## src/rtl/uart_pkg.sv

```systemverilog
`default_nettype none
// ============================================================================
// Module      : uart_pkg
// Description : State encodings, parity modes and the parity helper shared by
//               the configurable UART TX and RX blocks.
// Revision    : 1.0 - initial release
// ============================================================================
package uart_pkg;

    localparam int MAX_DATA_BITS = 9;

    localparam int PAR_NONE = 0;
    localparam int PAR_ODD  = 1;
    localparam int PAR_EVEN = 2;

    typedef enum logic [2:0] {
        ST_IDLE   = 3'd0,
        ST_START  = 3'd1,
        ST_DATA   = 3'd2,
        ST_PARITY = 3'd3,
        ST_STOP   = 3'd4
    } uart_state_t;

    // Unused upper bits must be zero; they do not disturb the reduction.
    function automatic logic calc_parity(input logic [MAX_DATA_BITS-1:0] data,
                                         input int mode);
        return (mode == PAR_ODD) ? ~^data : ^data;
    endfunction

endpackage
`default_nettype wire

```

## src/rtl/uart_bit_timer.sv

```systemverilog
`default_nettype none
// ============================================================================
// Module      : uart_bit_timer
// Description : Free-running bit-period counter; bit_end marks the last cycle
//               of each CLK_PER_BIT-cycle serial bit.
// Revision    : 1.0 - initial release
// ============================================================================
module uart_bit_timer #(
    parameter int CLK_PER_BIT = 4
) (
    input  logic clk,
    input  logic rst,
    input  logic clear,
    output logic bit_end
);

    localparam int                 c_CNT_W = $clog2(CLK_PER_BIT);
    localparam logic [c_CNT_W-1:0] c_LAST  = c_CNT_W'(CLK_PER_BIT - 1);

    logic [c_CNT_W-1:0] r_cnt;

    always_ff @(posedge clk) begin
        if (rst || clear) begin
            r_cnt <= '0;
        end else if (r_cnt == c_LAST) begin
            r_cnt <= '0;
        end else begin
            r_cnt <= r_cnt + c_CNT_W'(1);
        end
    end

    assign bit_end = (r_cnt == c_LAST);

endmodule
`default_nettype wire

```

## src/rtl/uart_tx_cfg.sv

```systemverilog
`default_nettype none
// ============================================================================
// Module      : uart_tx_cfg
// Description : Parametrised LSB-first UART transmitter with valid/ready input
//               and gapless back-to-back framing.
// Revision    : 1.0 - initial release
// ============================================================================
module uart_tx_cfg
    import uart_pkg::*;
#(
    parameter int CLK_PER_BIT = 4,
    parameter int DATA_BITS   = 8,
    parameter int PARITY_MODE = 0,
    parameter int STOP_BITS   = 1
) (
    input  logic                 clk,
    input  logic                 rst,
    input  logic [DATA_BITS-1:0] data_in,
    input  logic                 valid,
    output logic                 ready,
    output logic                 tx,
    output logic                 busy,
    output logic                 done
);

    localparam int               c_IDX_W      = $clog2(DATA_BITS + 1);
    localparam logic [c_IDX_W-1:0] c_LAST_IDX = c_IDX_W'(DATA_BITS - 1);
    localparam bit               c_HAS_PARITY = (PARITY_MODE != PAR_NONE);
    localparam logic             c_LAST_STOP  = 1'(STOP_BITS - 1);

    if (CLK_PER_BIT < 2 || CLK_PER_BIT > 65535) begin : g_bad_clk_per_bit
        $error("uart_tx_cfg: CLK_PER_BIT out of range 2..65535");
    end
    if (DATA_BITS < 5 || DATA_BITS > MAX_DATA_BITS) begin : g_bad_data_bits
        $error("uart_tx_cfg: DATA_BITS out of range 5..9");
    end
    if (PARITY_MODE != PAR_NONE && PARITY_MODE != PAR_ODD && PARITY_MODE != PAR_EVEN) begin : g_bad_parity
        $error("uart_tx_cfg: PARITY_MODE must be 0, 1 or 2");
    end
    if (STOP_BITS != 1 && STOP_BITS != 2) begin : g_bad_stop_bits
        $error("uart_tx_cfg: STOP_BITS must be 1 or 2");
    end

    uart_state_t          r_state;
    logic [DATA_BITS-1:0] r_shift;
    logic [c_IDX_W-1:0]   r_idx;
    logic                 r_par;
    logic                 r_stop_idx;
    logic                 r_tx;
    logic                 r_busy;
    logic                 r_done;

    logic w_bit_end;
    logic w_last_stop;
    logic w_ready;
    logic w_accept;

    uart_bit_timer #(
        .CLK_PER_BIT(CLK_PER_BIT)
    ) u_bit_timer (
        .clk    (clk),
        .rst    (rst),
        .clear  (r_state == ST_IDLE),
        .bit_end(w_bit_end)
    );

    assign w_last_stop = (r_state == ST_STOP) && w_bit_end && (r_stop_idx == c_LAST_STOP);
    assign w_ready     = !rst && ((r_state == ST_IDLE) || w_last_stop);
    assign w_accept    = valid && w_ready;

    always_ff @(posedge clk) begin
        if (rst) begin
            r_state    <= ST_IDLE;
            r_shift    <= '0;
            r_idx      <= '0;
            r_par      <= 1'b0;
            r_stop_idx <= 1'b0;
            r_tx       <= 1'b1;
            r_busy     <= 1'b0;
            r_done     <= 1'b0;
        end else begin
            r_done <= w_last_stop;
            // Accept can only occur in IDLE or the final stop cycle, so it takes priority.
            if (w_accept) begin
                r_state <= ST_START;
                r_shift <= data_in;
                r_par   <= calc_parity(MAX_DATA_BITS'(data_in), PARITY_MODE);
                r_idx   <= '0;
                r_tx    <= 1'b0;
                r_busy  <= 1'b1;
            end else begin
                case (r_state)
                    ST_IDLE: begin
                        r_tx   <= 1'b1;
                        r_busy <= 1'b0;
                    end
                    ST_START: begin
                        if (w_bit_end) begin
                            r_state <= ST_DATA;
                            r_tx    <= r_shift[0];
                        end
                    end
                    ST_DATA: begin
                        if (w_bit_end) begin
                            if (r_idx == c_LAST_IDX) begin
                                r_stop_idx <= 1'b0;
                                if (c_HAS_PARITY) begin
                                    r_state <= ST_PARITY;
                                    r_tx    <= r_par;
                                end else begin
                                    r_state <= ST_STOP;
                                    r_tx    <= 1'b1;
                                end
                            end else begin
                                r_idx   <= r_idx + c_IDX_W'(1);
                                r_shift <= r_shift >> 1;
                                r_tx    <= r_shift[1];
                            end
                        end
                    end
                    ST_PARITY: begin
                        if (w_bit_end) begin
                            r_state    <= ST_STOP;
                            r_stop_idx <= 1'b0;
                            r_tx       <= 1'b1;
                        end
                    end
                    ST_STOP: begin
                        if (w_last_stop) begin
                            r_state <= ST_IDLE;
                            r_tx    <= 1'b1;
                            r_busy  <= 1'b0;
                        end else if (w_bit_end) begin
                            r_stop_idx <= 1'b1;
                        end
                    end
                    default: begin
                        r_state <= ST_IDLE;
                        r_tx    <= 1'b1;
                        r_busy  <= 1'b0;
                    end
                endcase
            end
        end
    end

    assign ready = w_ready;
    assign tx    = r_tx;
    assign busy  = r_busy;
    assign done  = r_done;

endmodule
`default_nettype wire

```

## config.mk

```make
export PLATFORM = sky130hd
export DESIGN_NAME = uart_tx_cfg
export DESIGN_NICKNAME = d
export VERILOG_FILES = /design/src/rtl/uart_pkg.sv /design/src/rtl/uart_bit_timer.sv /design/src/rtl/uart_tx_cfg.sv
export SDC_FILE = /design/constraint.sdc
export NUM_CORES = 1
export LEC_CHECK = 0
export BUFFER_PORTS_ARGS = -buffer_cell sky130_fd_sc_hd__buf_4
export CAP_MARGIN = 20
export CORE_MARGIN = 2
export CORE_UTILIZATION = 57
export DETAILED_ROUTE_END_ITERATION = 16
export PLACE_DENSITY_LB_ADDON = 0.05
export SETUP_SLACK_MARGIN = 0.2
export SYNTH_ARGS = -nofsm -noshare
export SYNTH_HDL_FRONTEND = slang
export SYNTH_SLANG_ARGS = --single-unit
```

## constraint.sdc

```tcl
create_clock -name clk -period 3.4 [get_ports clk]
set_input_delay 0.68 -clock clk [delete_from_list [all_inputs] [get_ports clk]]
set_output_delay 0.68 -clock clk [all_outputs]
set_load 0.005 [all_outputs]
```

After elaboration in Yosys (flattened, before gate mapping)
Index checks and enable logic that the tools add are counted.
{ "totals": {"out_inout_bits": 4, "regBits": 21} }
{ "op_classes": {"n_eq_ne": 21, "add_sub_neg": 2, "mux": 26, "n_reduce_logical": 21, "bitwise_logic": 4} }
{ "op_table": {"columns": ["op", "n"], "rows": [
  ["2-to-1 mux 8 bit", 4],
  ["inequality test 2 bit (second input constant)", 9],
  ["2-to-1 mux 3 bit", 5],
  ["inequality test 3 bit (second input constant)", 5],
  ["one-hot mux 3 bit (5 select lines)", 1],
  ["2-to-1 mux 1 bit", 13],
  ["AND reduction 6 bit", 2],
  ["AND reduction 7 bit", 1],
  ["== test 3 x 2 -> 1 bit (second input constant)", 2],
  ["AND reduction 3 bit", 2],
  ["adder 4 x 1 -> 4 bit (second input constant)", 1],
  ["== test 4 x 3 -> 1 bit (second input constant)", 1],
  ["logical AND 1 bit", 4],
  ["NOT 1 bit", 4],
  ["one-hot mux 1 bit (4 select lines)", 1],
  ["AND reduction 4 bit", 1],
  ["nonzero test 2 bit", 2],
  ["OR reduction 2 bit", 2],
  ["== test 3 x 1 -> 1 bit (second input constant)", 1],
  ["== test 3 bit (second input constant)", 1],
  ["zero test 3 bit", 1],
  ["one-hot mux 1 bit (3 select lines)", 1],
  ["nonzero test 3 bit", 1],
  ["OR reduction 3 bit", 1],
  ["7 further kinds", 8]
]} }

Depth between registers and ports, before layout
{ "logic_depth": {"word_depth": 8, "mapped_depth": 8, "mapped_depth_nobuf": 5} }

Hierarchy
From an unflattened synthesis, not the netlist that was laid out.
{ "hier_totals": {"cells_unflattened": 108, "area_unflattened_um2": 991.0} }
{ "modules_own_cells": {"columns": ["mod", "area_per_inst_um2", "n_inst", "seq_area_each_um2", "cells_per_inst"], "rows": [
  ["uart_tx_cfg", 910.9, 1, 380.4, 103],
  ["uart_bit_timer", 80.1, 1, 40.0, 5]
]} }

Worst setup path after synthesis
Ideal clock, no wire load.
{ "synth_timing": {"path_type": "input to output", "from": "input rst", "to": "output ready", "t_arrival_ps": 1153, "setup_slack_ps": 1567, "t_required_ps": 2720, "cell_stages": 2, "cell_sequence": "clkbuf_1 > a211oi_1"} }
{ "synth_via": {"elab_chain_cells": 2} }
{ "synth_lines": {"columns": ["element", "line", "text"], "rows": [
  ["from (decl)", "uart_tx_cfg.sv:17", "input logic rst,"],
  ["zero test 1 bit", "uart_tx_cfg.sv:68", "assign w_ready = !rst && ((r_state == ST_IDLE) || w_last_stop);"],
  ["logical AND 1 bit", "uart_tx_cfg.sv:68", null],
  ["to (decl)", "uart_tx_cfg.sv:20", "output logic ready,"]
]} }
No other way between the ends.

Worst setup path in the final report
{ "layout_timing": {"from": "register u_bit_timer.r_cnt[0]", "to": "output ready"} }
{ "layout_via": {"elab_chain_cells": 5} }
{ "layout_lines": {"columns": ["element", "line", "text"], "rows": [
  ["from (decl)", "uart_bit_timer.sv:20", "logic [c_CNT_W-1:0] r_cnt;"],
  ["from (signal assigned)", "uart_bit_timer.sv:28", "r_cnt <= r_cnt + c_CNT_W'(1);"],
  ["== test 2 bit", "uart_bit_timer.sv:32", "assign bit_end = (r_cnt == c_LAST);"],
  ["logical AND 1 bit (2 in series)", "uart_tx_cfg.sv:67", "assign w_last_stop = (r_state == ST_STOP) && w_bit_end && (r_stop_idx == c_LAST_STOP);"],
  ["logical OR 1 bit", "uart_tx_cfg.sv:68", null],
  ["logical AND 1 bit", "uart_tx_cfg.sv:68", null]
]} }
No other way between the ends.

==> flow_summary_export.csv <==
group,metric,value,unit
finish,synthToLayoutAreaGrowth,10.6,%
finish,final-seq-area,420,µm²
sta,finClkSkew,1.29,ps
global_route,grt_pass1_wl,3.33,mm
sta,worst_slack,1030,ps
critical_path,arrival,1690,ps
cts,cts_tree,"built",
critical_path,timing.critical_path.from_type,"register",
global_route,grt_use_total,0.221,
cts,cts.path.max_buffers,2,
critical_path,crit_chain,"ha_1 -> nand2b_1 -> a211oi_1 -> buf_4",
yosys,synth.top_cell.area_share,0.419,
critical_path,reg2reg_from,"u_bit_timer.r_cnt[0]",
yosys,synth_edf_count,0,
run,cap_violations,0,
route,via_count,853,
route,final_antenna_net_count,0,
critical_path,ff2ff_setup_slack,1270,ps
sta,drv_slew,0,
yosys,syn_area_per_cell,9.12,µm²
sta,fin_crit,2370,ps
power_and_ir_drop,p_leak,0.418,nW
critical_path,cp_top_family,"compound AO/OA/AOI/OAI gates",
critical_path,cp_data_required_time,2720,ps
power_and_ir_drop,p_per_area,399,nW/µm²
sta,max_freq,421,MHz
critical_path,path_depth,4,
global_route,antenna_found_initial,0,
yosys,ys_types,31,
yosys,synth.most_common_cell,"dfxtp_1",
cts,numCtsBuffers,3,
floorplan,start_util,0.594,
global_route,first_global_vias,753,
finish,multi_input_area,526,µm²
sta,hold_viol_final,0,
cts,post_cts_resize_count,0,
finish,diodes,0,
route,avgRoutedWirePerCell,14.6,µm
yosys,synthesis.area,1000,µm²
route,drtIter0Drc,19,
cts,root_buffer,"clkbuf_4",
route,remaining_drc_errors,0,
floorplan,io_pins,15,
global_route,grt_max_degree,19,
sta,grt_setup_unrepaired,"no",
sta,setup_viol,0,
cts,clkSinkCount,21,
cts,postCtsSetupRepairBufs,0,
critical_path,crit_end,"ready",
placed_design,dp_hpwl,1.43,mm
power_and_ir_drop,vdd.ir_drop.worst,0.000334,V
critical_path,slowest_delay,380,ps
floorplan,dieWidth,46.0,µm
finish,drive_above_1_share,0.217,
critical_path,cp_max_fo,9,
route,routed_via_density,6.23,
critical_path,worst-r2r-cell-count,5,
cts,htreeDepth,1,
placed_design,portBuffers,14,
critical_path,end_kind,"output pin",
critical_path,crit_buf_inv,1,
sta,worstMarginPinSlew,644,ps
cts,insertion_delay,290,ps
route,wirelength,2.00,mm
sta,fin_crit_sh,0.698,
yosys,synth_common_cells,"dfxtp_1, nand3_1, nor2_1",
yosys,synthTopCellsByArea,"dfxtp_1, a311oi_2, nand3_1",
placed_design,pre_cts_ws,1290,ps
floorplan,die_y,46.0,µm
cts,clkSlewWorstSetupHoldPaths,110,ps
critical_path,cp_slowest_cell,"a211oi_1",
yosys,synth.yosys.seq_area_share,0.419,
sta,slew_headroom,0.571,
critical_path,worstSetupStartpoint,"u_bit_timer.r_cnt[0]",
global_route,gr-total-overflow,0,
floorplan,core,1690,µm²
placed_design,dp.cells,133,
critical_path,worstReg2RegEnd,"tx",
yosys,synth_nets,123,
yosys,ys_async_sr_fraction,0,
sta,fin_setup_tns,0,ps
finish,final.fill_count,148,
power_and_ir_drop,power,0.442,mW
yosys,yosysWarningCount,0,
yosys,yosysTopAreaCell,"dfxtp_1",
floorplan,die-area,2110,µm²
critical_path,path_class,"reg -> out",
yosys,syn_inst,110,
yosys,synth_ff_type,"dfxtp_1",
placed_design,gp_congestion,0.849,
route,drt_first_pass_iters,4,
finish,final_cells,137,
cts,ctsHoldBuffers,0,
floorplan,row_count,15,
finish,num-nets-final,134,
yosys,synth-seq-cells,21,
worst_hold_path,min_path_type,"reg -> reg",
status,outcome,"finished clean",
-- flip-flops by register name, indices dropped and copies added, names as in the netlist --
name               flops
r_shift                8
r_idx                  4
r_state                3
u_bit_timer.r_cnt      2
busy                   1
done                   1
r_stop_idx             1
tx                     1
-- worst min path at each step --
| stage | start | end | slack (ps) | cells past startpoint |
|---|---|---|---|---|
| 2_1_floorplan | u_bit_timer.r_cnt[0] | u_bit_timer.r_cnt[0] | 410 | 1 |
| 3_3_place_gp | u_bit_timer.r_cnt[0] | u_bit_timer.r_cnt[0] | 410 | 1 |
| 3_5_place_dp | u_bit_timer.r_cnt[0] | u_bit_timer.r_cnt[0] | 440 | 1 |
| 4_1_cts | u_bit_timer.r_cnt[0] | u_bit_timer.r_cnt[0] | 460 | 1 |
| 5_1_grt | u_bit_timer.r_cnt[0] | u_bit_timer.r_cnt[0] | 480 | 1 |
| 6_report | u_bit_timer.r_cnt[0] | u_bit_timer.r_cnt[0] | 450 | 1 |
-- where the power goes --
group          total (mW)  internal [mW]  leakage, nW  switching, mW
clock network       0.117         0.0456       0.0150         0.0718
registers           0.266          0.258        0.171        0.00799
logic              0.0587         0.0299        0.232         0.0288
-- final cells by class --
| cell class | count | area share |
|---|---|---|
| Clock buffer | 4 | 0.0237 |
| Inverter | 3 | 0.0101 |
| Multi-Input combinational cell | 78 | 0.474 |
| Sequential cell | 21 | 0.379 |
| Tap cell | 17 | 0.0192 |
| Timing Repair Buffer | 14 | 0.0947 |
-- layout by cell type (no fill, tap or decap), types with 2 or more instances in the layout --
master | Yosys | layout
o31ai_1 | 2 | 2
ha_1 | 2 | 2
dfxtp_1 | 21 | 21
nor2_1 | 13 | 13
nand2_1 | 10 | 10
xor2_1 | 3 | 3
o21ai_0 | 2 | 2
clkbuf_4 | 0 | 3
inv_1 | 3 | 3
a311oi_2 | 7 | 7
buf_4 | 0 | 14
a21oi_1 | 3 | 3
nor3_1 | 2 | 2
nand3_1 | 15 | 15
nand3b_1 | 3 | 3
and3_1 | 2 | 2
-- logic make-up (layout without fill, tap and decap cells) --
| group | count (synthesis) | after routing | synth area share |
|---|---|---|---|
| mux | 1 | 1 | 0.00998 |
| simple gates | 51 | 51 | 0.254 |
| fa+ha+maj | 2 | 2 | 0.0249 |
| buf+inv | 11 | 21 | 0.0574 |
| xor+xnor | 3 | 3 | 0.0262 |
| compound gates | 21 | 21 | 0.208 |
| flops | 21 | 21 | 0.419 |
-- metal layers --
metal / global-route usage / vias to the layer above / share of wire
li1: - / 422 / -
met1: 0.300 / 408 / 0.47
met2: 0.347 / 21 / 0.48
met3: 0.0476 / 2 / 0.040
met4: 0.0686 / 0 / 0.0070
met5: 0 / - / 0
-- metrics by stage --
stage	hold WS (ps)	util	cell area, µm²
after floorplan	405	-	1000
after global placement	413	0.641	1080
after detailed placement	441	0.641	1080
after CTS	458	0.657	1110
after global routing	476	0.657	1110
final	451	0.657	1110
-- worst reg2reg max path: cells and delay by family, from the launching register on --
| kind | cells | cell delay (ps) |
|---|---|---|
| AO/OA/AOI/OAI | 3 | 1190 |
| AND/OR/NAND/NOR | 1 | 150 |
| flip-flops | 1 | 360 |
| adder cells (fa/ha/maj) | 1 | 330 |
Power figures use the tool's default switching activity.
